File: src/rtl/apb_master_if.sv
// apb_master_if: local command/response port plus APB requester signals for apb_master.
interface apb_master_if #(
  parameter int ADDR_W = 32,
  parameter int DATA_W = 32
);
  logic              cmd_valid;
  logic              cmd_ready;
  logic              cmd_write;
  logic [ADDR_W-1:0] cmd_addr;
  logic [DATA_W-1:0] cmd_wdata;
  logic              rsp_valid;
  logic [DATA_W-1:0] rsp_rdata;
  logic              rsp_err;
  logic              psel;
  logic              penable;
  logic              pwrite;
  logic [ADDR_W-1:0] paddr;
  logic [DATA_W-1:0] pwdata;
  logic              pready;
  logic [DATA_W-1:0] prdata;
  logic              pslverr;
  modport master (
    input  cmd_valid, cmd_write, cmd_addr, cmd_wdata, pready, prdata, pslverr,
    output cmd_ready, rsp_valid, rsp_rdata, rsp_err, psel, penable, pwrite, paddr, pwdata
  );
  modport slave (
    output cmd_valid, cmd_write, cmd_addr, cmd_wdata, pready, prdata, pslverr,
    input  cmd_ready, rsp_valid, rsp_rdata, rsp_err, psel, penable, pwrite, paddr, pwdata
  );
endinterface

File: src/rtl/apb_master.sv
// apb_master: single-beat command port to APB SETUP/ACCESS requester with registered response pulse.
// Optional ACCESS wait timeout enabled by defining APB_MASTER_TIMEOUT_EN.
module apb_master #(
  parameter int ADDR_W  = 32,
  parameter int DATA_W  = 32,
  parameter int TIMEOUT = 16
) (
  input logic        pclk,
  input logic        presetn,
  apb_master_if.master bus
);
  localparam logic [1:0] S_IDLE   = 2'd0;
  localparam logic [1:0] S_SETUP  = 2'd1;
  localparam logic [1:0] S_ACCESS = 2'd2;
  logic [1:0]        r_state;
  logic              r_psel;
  logic              r_penable;
  logic              r_pwrite;
  logic [ADDR_W-1:0] r_paddr;
  logic [DATA_W-1:0] r_pwdata;
  logic              r_rsp_valid;
  logic [DATA_W-1:0] r_rsp_rdata;
  logic              r_rsp_err;
  logic              w_accept;
  logic              w_done;
  logic              w_tmo;
  assign bus.cmd_ready = (r_state == S_IDLE) && presetn;
  assign w_accept      = bus.cmd_valid && bus.cmd_ready;
  assign w_done        = (r_state == S_ACCESS) && bus.pready;
`ifdef APB_MASTER_TIMEOUT_EN
  logic [15:0] r_cnt;
  assign w_tmo = (r_state == S_ACCESS) && !bus.pready && (r_cnt == 16'(TIMEOUT));
  always_ff @(posedge pclk) begin
    if (!presetn) r_cnt <= '0;
    else if (r_state == S_SETUP) r_cnt <= '0;
    else if (r_state == S_ACCESS && !bus.pready) r_cnt <= r_cnt + 16'd1;
  end
`else
  logic [15:0] w_unused_timeout;
  assign w_unused_timeout = 16'(TIMEOUT);
  assign w_tmo = 1'b0;
`endif
  always_ff @(posedge pclk) begin
    if (!presetn) begin
      r_state     <= S_IDLE;
      r_psel      <= 1'b0;
      r_penable   <= 1'b0;
      r_pwrite    <= 1'b0;
      r_paddr     <= '0;
      r_pwdata    <= '0;
      r_rsp_valid <= 1'b0;
      r_rsp_rdata <= '0;
      r_rsp_err   <= 1'b0;
    end else begin
      r_rsp_valid <= 1'b0;
      if (w_accept) begin
        r_state  <= S_SETUP;
        r_psel   <= 1'b1;
        r_paddr  <= bus.cmd_addr;
        r_pwrite <= bus.cmd_write;
        r_pwdata <= bus.cmd_write ? bus.cmd_wdata : '0;
      end else if (r_state == S_SETUP) begin
        r_state   <= S_ACCESS;
        r_penable <= 1'b1;
      end else if (w_done || w_tmo) begin
        r_state     <= S_IDLE;
        r_psel      <= 1'b0;
        r_penable   <= 1'b0;
        r_rsp_valid <= 1'b1;
        r_rsp_err   <= w_done ? bus.pslverr : 1'b1;
        // read data only returned for a clean read completion
        r_rsp_rdata <= (w_done && !r_pwrite && !bus.pslverr) ? bus.prdata : '0;
      end
    end
  end
  assign bus.psel      = r_psel;
  assign bus.penable   = r_penable;
  assign bus.pwrite    = r_pwrite;
  assign bus.paddr     = r_paddr;
  assign bus.pwdata    = r_pwdata;
  assign bus.rsp_valid = r_rsp_valid;
  assign bus.rsp_rdata = r_rsp_rdata;
  assign bus.rsp_err   = r_rsp_err;
endmodule

File: src/flat_wrapper.sv
// flat-port wrapper written by rule: the top's interface ports become plain ports
module apb_master_flat 
#(
  parameter int ADDR_W  = 32,
  parameter int DATA_W  = 32,
  parameter int TIMEOUT = 16
)
  (pclk, presetn, bus_cmd_valid, bus_cmd_write, bus_cmd_addr, bus_cmd_wdata, bus_pready, bus_prdata, bus_pslverr, bus_cmd_ready, bus_rsp_valid, bus_rsp_rdata, bus_rsp_err, bus_psel, bus_penable, bus_pwrite, bus_paddr, bus_pwdata);
  apb_master_if #(.ADDR_W(ADDR_W), .DATA_W(DATA_W)) bus_i ();
  input logic pclk;
  input logic presetn;
  input wire logic [$bits(bus_i.cmd_valid)-1:0] bus_cmd_valid;
  input wire logic [$bits(bus_i.cmd_write)-1:0] bus_cmd_write;
  input wire logic [$bits(bus_i.cmd_addr)-1:0] bus_cmd_addr;
  input wire logic [$bits(bus_i.cmd_wdata)-1:0] bus_cmd_wdata;
  input wire logic [$bits(bus_i.pready)-1:0] bus_pready;
  input wire logic [$bits(bus_i.prdata)-1:0] bus_prdata;
  input wire logic [$bits(bus_i.pslverr)-1:0] bus_pslverr;
  output wire logic [$bits(bus_i.cmd_ready)-1:0] bus_cmd_ready;
  output wire logic [$bits(bus_i.rsp_valid)-1:0] bus_rsp_valid;
  output wire logic [$bits(bus_i.rsp_rdata)-1:0] bus_rsp_rdata;
  output wire logic [$bits(bus_i.rsp_err)-1:0] bus_rsp_err;
  output wire logic [$bits(bus_i.psel)-1:0] bus_psel;
  output wire logic [$bits(bus_i.penable)-1:0] bus_penable;
  output wire logic [$bits(bus_i.pwrite)-1:0] bus_pwrite;
  output wire logic [$bits(bus_i.paddr)-1:0] bus_paddr;
  output wire logic [$bits(bus_i.pwdata)-1:0] bus_pwdata;
  assign bus_i.cmd_valid = bus_cmd_valid;
  assign bus_i.cmd_write = bus_cmd_write;
  assign bus_i.cmd_addr = bus_cmd_addr;
  assign bus_i.cmd_wdata = bus_cmd_wdata;
  assign bus_i.pready = bus_pready;
  assign bus_i.prdata = bus_prdata;
  assign bus_i.pslverr = bus_pslverr;
  assign bus_cmd_ready = bus_i.cmd_ready;
  assign bus_rsp_valid = bus_i.rsp_valid;
  assign bus_rsp_rdata = bus_i.rsp_rdata;
  assign bus_rsp_err = bus_i.rsp_err;
  assign bus_psel = bus_i.psel;
  assign bus_penable = bus_i.penable;
  assign bus_pwrite = bus_i.pwrite;
  assign bus_paddr = bus_i.paddr;
  assign bus_pwdata = bus_i.pwdata;
  apb_master #(.ADDR_W(ADDR_W), .DATA_W(DATA_W), .TIMEOUT(TIMEOUT)) u_core (.pclk(pclk), .presetn(presetn), .bus(bus_i));
endmodule
File: config.mk
export PLATFORM = sky130hd
export DESIGN_NAME = apb_master_flat
export DESIGN_NICKNAME = d
export VERILOG_FILES = /design/src/rtl/apb_master_if.sv /design/src/rtl/apb_master.sv /design/src/flat_wrapper.sv
export SDC_FILE = /design/constraint.sdc
export NUM_CORES = 1
export LEC_CHECK = 0
export CORE_MARGIN = 2
export CORE_UTILIZATION = 41
export DETAILED_ROUTE_END_ITERATION = 12
export PLACE_DENSITY_LB_ADDON = 0.1
export SYNTH_ARGS = -nofsm -noshare
export SYNTH_HDL_FRONTEND = slang
export SYNTH_SLANG_ARGS = --single-unit
File: constraint.sdc
create_clock -name pclk -period 1.9 [get_ports pclk]
set_clock_uncertainty 0.2 [all_clocks]
set_input_delay 0.19 -clock pclk [delete_from_list [all_inputs] [get_ports pclk]]
set_output_delay 0.19 -clock pclk [all_outputs]
set_load 0.02 [all_outputs]
==> qor.yml <==
drt-vias-per-instance: 4.86
yosysUniqueCellTypes: 24
syn_area_per_cell_um2: 10.3
min_period_ps: 1790
syn_nets: 520
grt_usage_pct: 18.9
p_leak_nw: 2.89
synthCells: 418
vdd_drop_max_mv: 0.374
place_hpwl_mm: 7.87
grt_max_degree: 75
rows: 37
slew_headroom_pct: 75.8
wirelength_mm: 11.1
hold_ws_ps: 162
grt_pass1_vias: 3587
end_kind: "primary output"
setup_tns_ps: 0
wl_per_cell_um: 14.9
critPathKind: "input port to primary output"
ant_nets: 0
synthToLayoutAreaGrowth_pct: 54.0
die_x_um: 107
root_buffer: "clkbuf_8"
die_area_um2: 11400
rr_worst_depth: 3
cts_max_level: 3
final_util_pct: 64.8
startpoint_type: "input port"
worstHoldPathCells: 3
rsz0062_at_grt: "false"
power.density_nw_per_um2: 679
maxCapViolCount: 0
cts_tree: "done"
instances_no_fill: 749
grt_pass1_wl_mm: 17.5
placed_cells: 732
clk_latency_ps: 350
setup_viol: 0
hp-start: "bus_cmd_addr[7]"
max_freq_mhz: 559
reg2reg_to: "u_core.bus.pwdata[5]"
yosysSeqAreaShare_pct: 47.7
fin_ws_ps: 111
cts_buffer_depth: 2
gp_congestion: 0.741
clock_sinks: 103
die_y_um: 107
initial_utilization_pct: 42.1
dp_slack_ps: 65.3
io_pins: 204
yosys.area.top_type: "dfxtp_1"
r2r-start: "u_core.r_state[0]"
hold_class: "input port to flop"
hold_viol: 0
diodes: 0
port_buffers: 203
nets: 710
overflow: 0
r2r_slack_ps: 330
ys_ff_latch: 103
cts.clk_slew.worst_paths_ps: 100
tightest_slew_ps: 363
status: "complete, no violations"
drtIter0Drc: 124
drv_slew: 0
critPathArrivalTime_ps: 1400
vias: 3640
synth.area.top_cells: "dfxtp_1, mux2i_1, nand4bb_1"
crit_fanout: 3
coreArea_um2: 10300
numCtsBuffers: 9
dr.pass1.iters: 4
drcViolationCount: 0
worst_hold_path.endpoint: "u_core.bus.paddr[7]"
antenna_found_initial: 0
required_ps: 1510
yosysTopAreaCellShare_pct: 47.7
fin_crit_sh_pct: 94.2
yosysWarnings: 0
syn-cell-area_um2: 4320
drive_above_1_share_pct: 5.71
[final cells by class]
| class | instances | area [um^2] |
|---|---|---|
| well taps | 136 | 170 |
| inverters | 33 | 124 |
| fillers | 869 | 3620 |
| clock inverters | 7 | 55.1 |
| multi-input cells | 241 | 1890 |
| flip-flops and latches | 103 | 2060 |
| repair buffers | 220 | 2230 |
| clock buffers | 9 | 124 |
[worst max-delay path, cell delays in order]
cell           delay [ps]
dlygate4sd3_1         530
buf_4                 120
inv_1                  60
nor3_1                120
dlygate4sd2_1         380
[cell usage in the layout (no fill, tap or decap)]
| cell | synthesis | layout |
|---|---|---|
| nand4bb_1 | 31 | 30 |
| nor2b_1 | 2 | 2 |
| clkinv_2 | 0 | 2 |
| dfxtp_1 | 103 | 103 |
| buf_12 | 0 | 6 |
| nand4bb_2 | 0 | 1 |
| o21a_1 | 1 | 1 |
| inv_8 | 0 | 1 |
| a31o_2 | 1 | 1 |
| nor2_1 | 1 | 1 |
| or4bb_1 | 2 | 2 |
| clkbuf_8 | 0 | 9 |
| clkinv_4 | 0 | 1 |
| nand2_1 | 67 | 67 |
| o211a_1 | 1 | 1 |
| nand3b_1 | 1 | 1 |
| clkdlybuf4s50_1 | 0 | 201 |
| and4bb_1 | 1 | 1 |
| a21oi_1 | 1 | 1 |
| inv_1 | 33 | 33 |
| inv_6 | 0 | 2 |
| a32o_1 | 33 | 33 |
| or3b_1 | 1 | 1 |
| dlygate4sd3_1 | 0 | 1 |
| mux2i_1 | 65 | 65 |
| and2_1 | 32 | 32 |
| clkinvlp_4 | 0 | 1 |
| nor3_1 | 1 | 1 |
| buf_4 | 7 | 11 |
| dlygate4sd2_1 | 0 | 1 |
[how the worst max path moves through the flow]
stage | start | endpoint | slack (ps) | cells after the start
2_1_floorplan | presetn | bus_cmd_ready | 230 | 5
3_3_place_gp | bus_cmd_valid | u_core.bus.pwdata[12] | 100 | 4
3_5_place_dp | bus_cmd_valid | u_core.bus.pwdata[1] | 70 | 4
4_1_cts | presetn | bus_cmd_ready | 70 | 5
5_1_grt | u_core.bus.pwrite | bus_pwrite | 40 | 1
6_report | presetn | bus_cmd_ready | 110 | 5
[timing repair]
action,4_1_cts,5_1_grt
hold buffers,1,0
gates resized for setup,1,0
hold endpoints to repair,2,0
setup endpoints to repair,1,0
setup buffers,0,0
[stage by stage]
step                      instance area, um^2  total power, mW
final                                    6660             4.52
after global routing                     6660             4.72
after CTS                                6660             4.59
after detailed placement                 6470             3.29
after global placement                   6470             3.28
after floorplan                          4320             2.81
[report_power, final]
group	switching (mW)	total, mW	internal, mW	leakage (nW)
registers	0.0529	2.31	2.26	0.840
logic	0.402	0.924	0.522	1.96
clock network	0.788	1.28	0.494	0.0919
[synth_stat cells, drive strengths merged]
cell type  count
nor2b          2
inv           33
nand2         67
nor3           1
clkbuf        19
o21a           1
buf           22
o211a          1
nand4bb       31
a31o           1
a32o          33
a21oi          1
and4bb         1
or3b           1
dfxtp        103
or4bb          2
nand3b         1
mux2i         65
and2          32
nor2           1
[cell families (layout without fill, tap and decap cells)]
group | after synthesis | after routing | synth area share [%]
DFF | 103 | 103 | 47.7
buffers and inverters | 74 | 269 | 8.71
AOI/OAI and AO/OA | 37 | 37 | 8.36
and+or+nand+nor | 139 | 139 | 20.2
muxes | 65 | 65 | 15.0
[sequential cells by signal, indices dropped and copies added (netlist names)]
register,cells
u_core.r_state,2
u_core.bus.pwdata,32
u_core.bus.psel,1
u_core.bus.rsp_valid,1
u_core.bus.pwrite,1
u_core.bus.penable,1
u_core.bus.paddr,32
u_core.bus.rsp_rdata,32
u_core.bus.rsp_err,1
[layer usage]
metal | track usage, % | part of all wire, % | up-vias
li1 | - | - | 1814
met1 | 23.8 | 43 | 1678
met2 | 30.0 | 46 | 135
met3 | 6.57 | 9.4 | 13
met4 | 6.68 | 1.5 | 0
met5 | 0 | 0 | -
(Power assumes the default switching activity.)
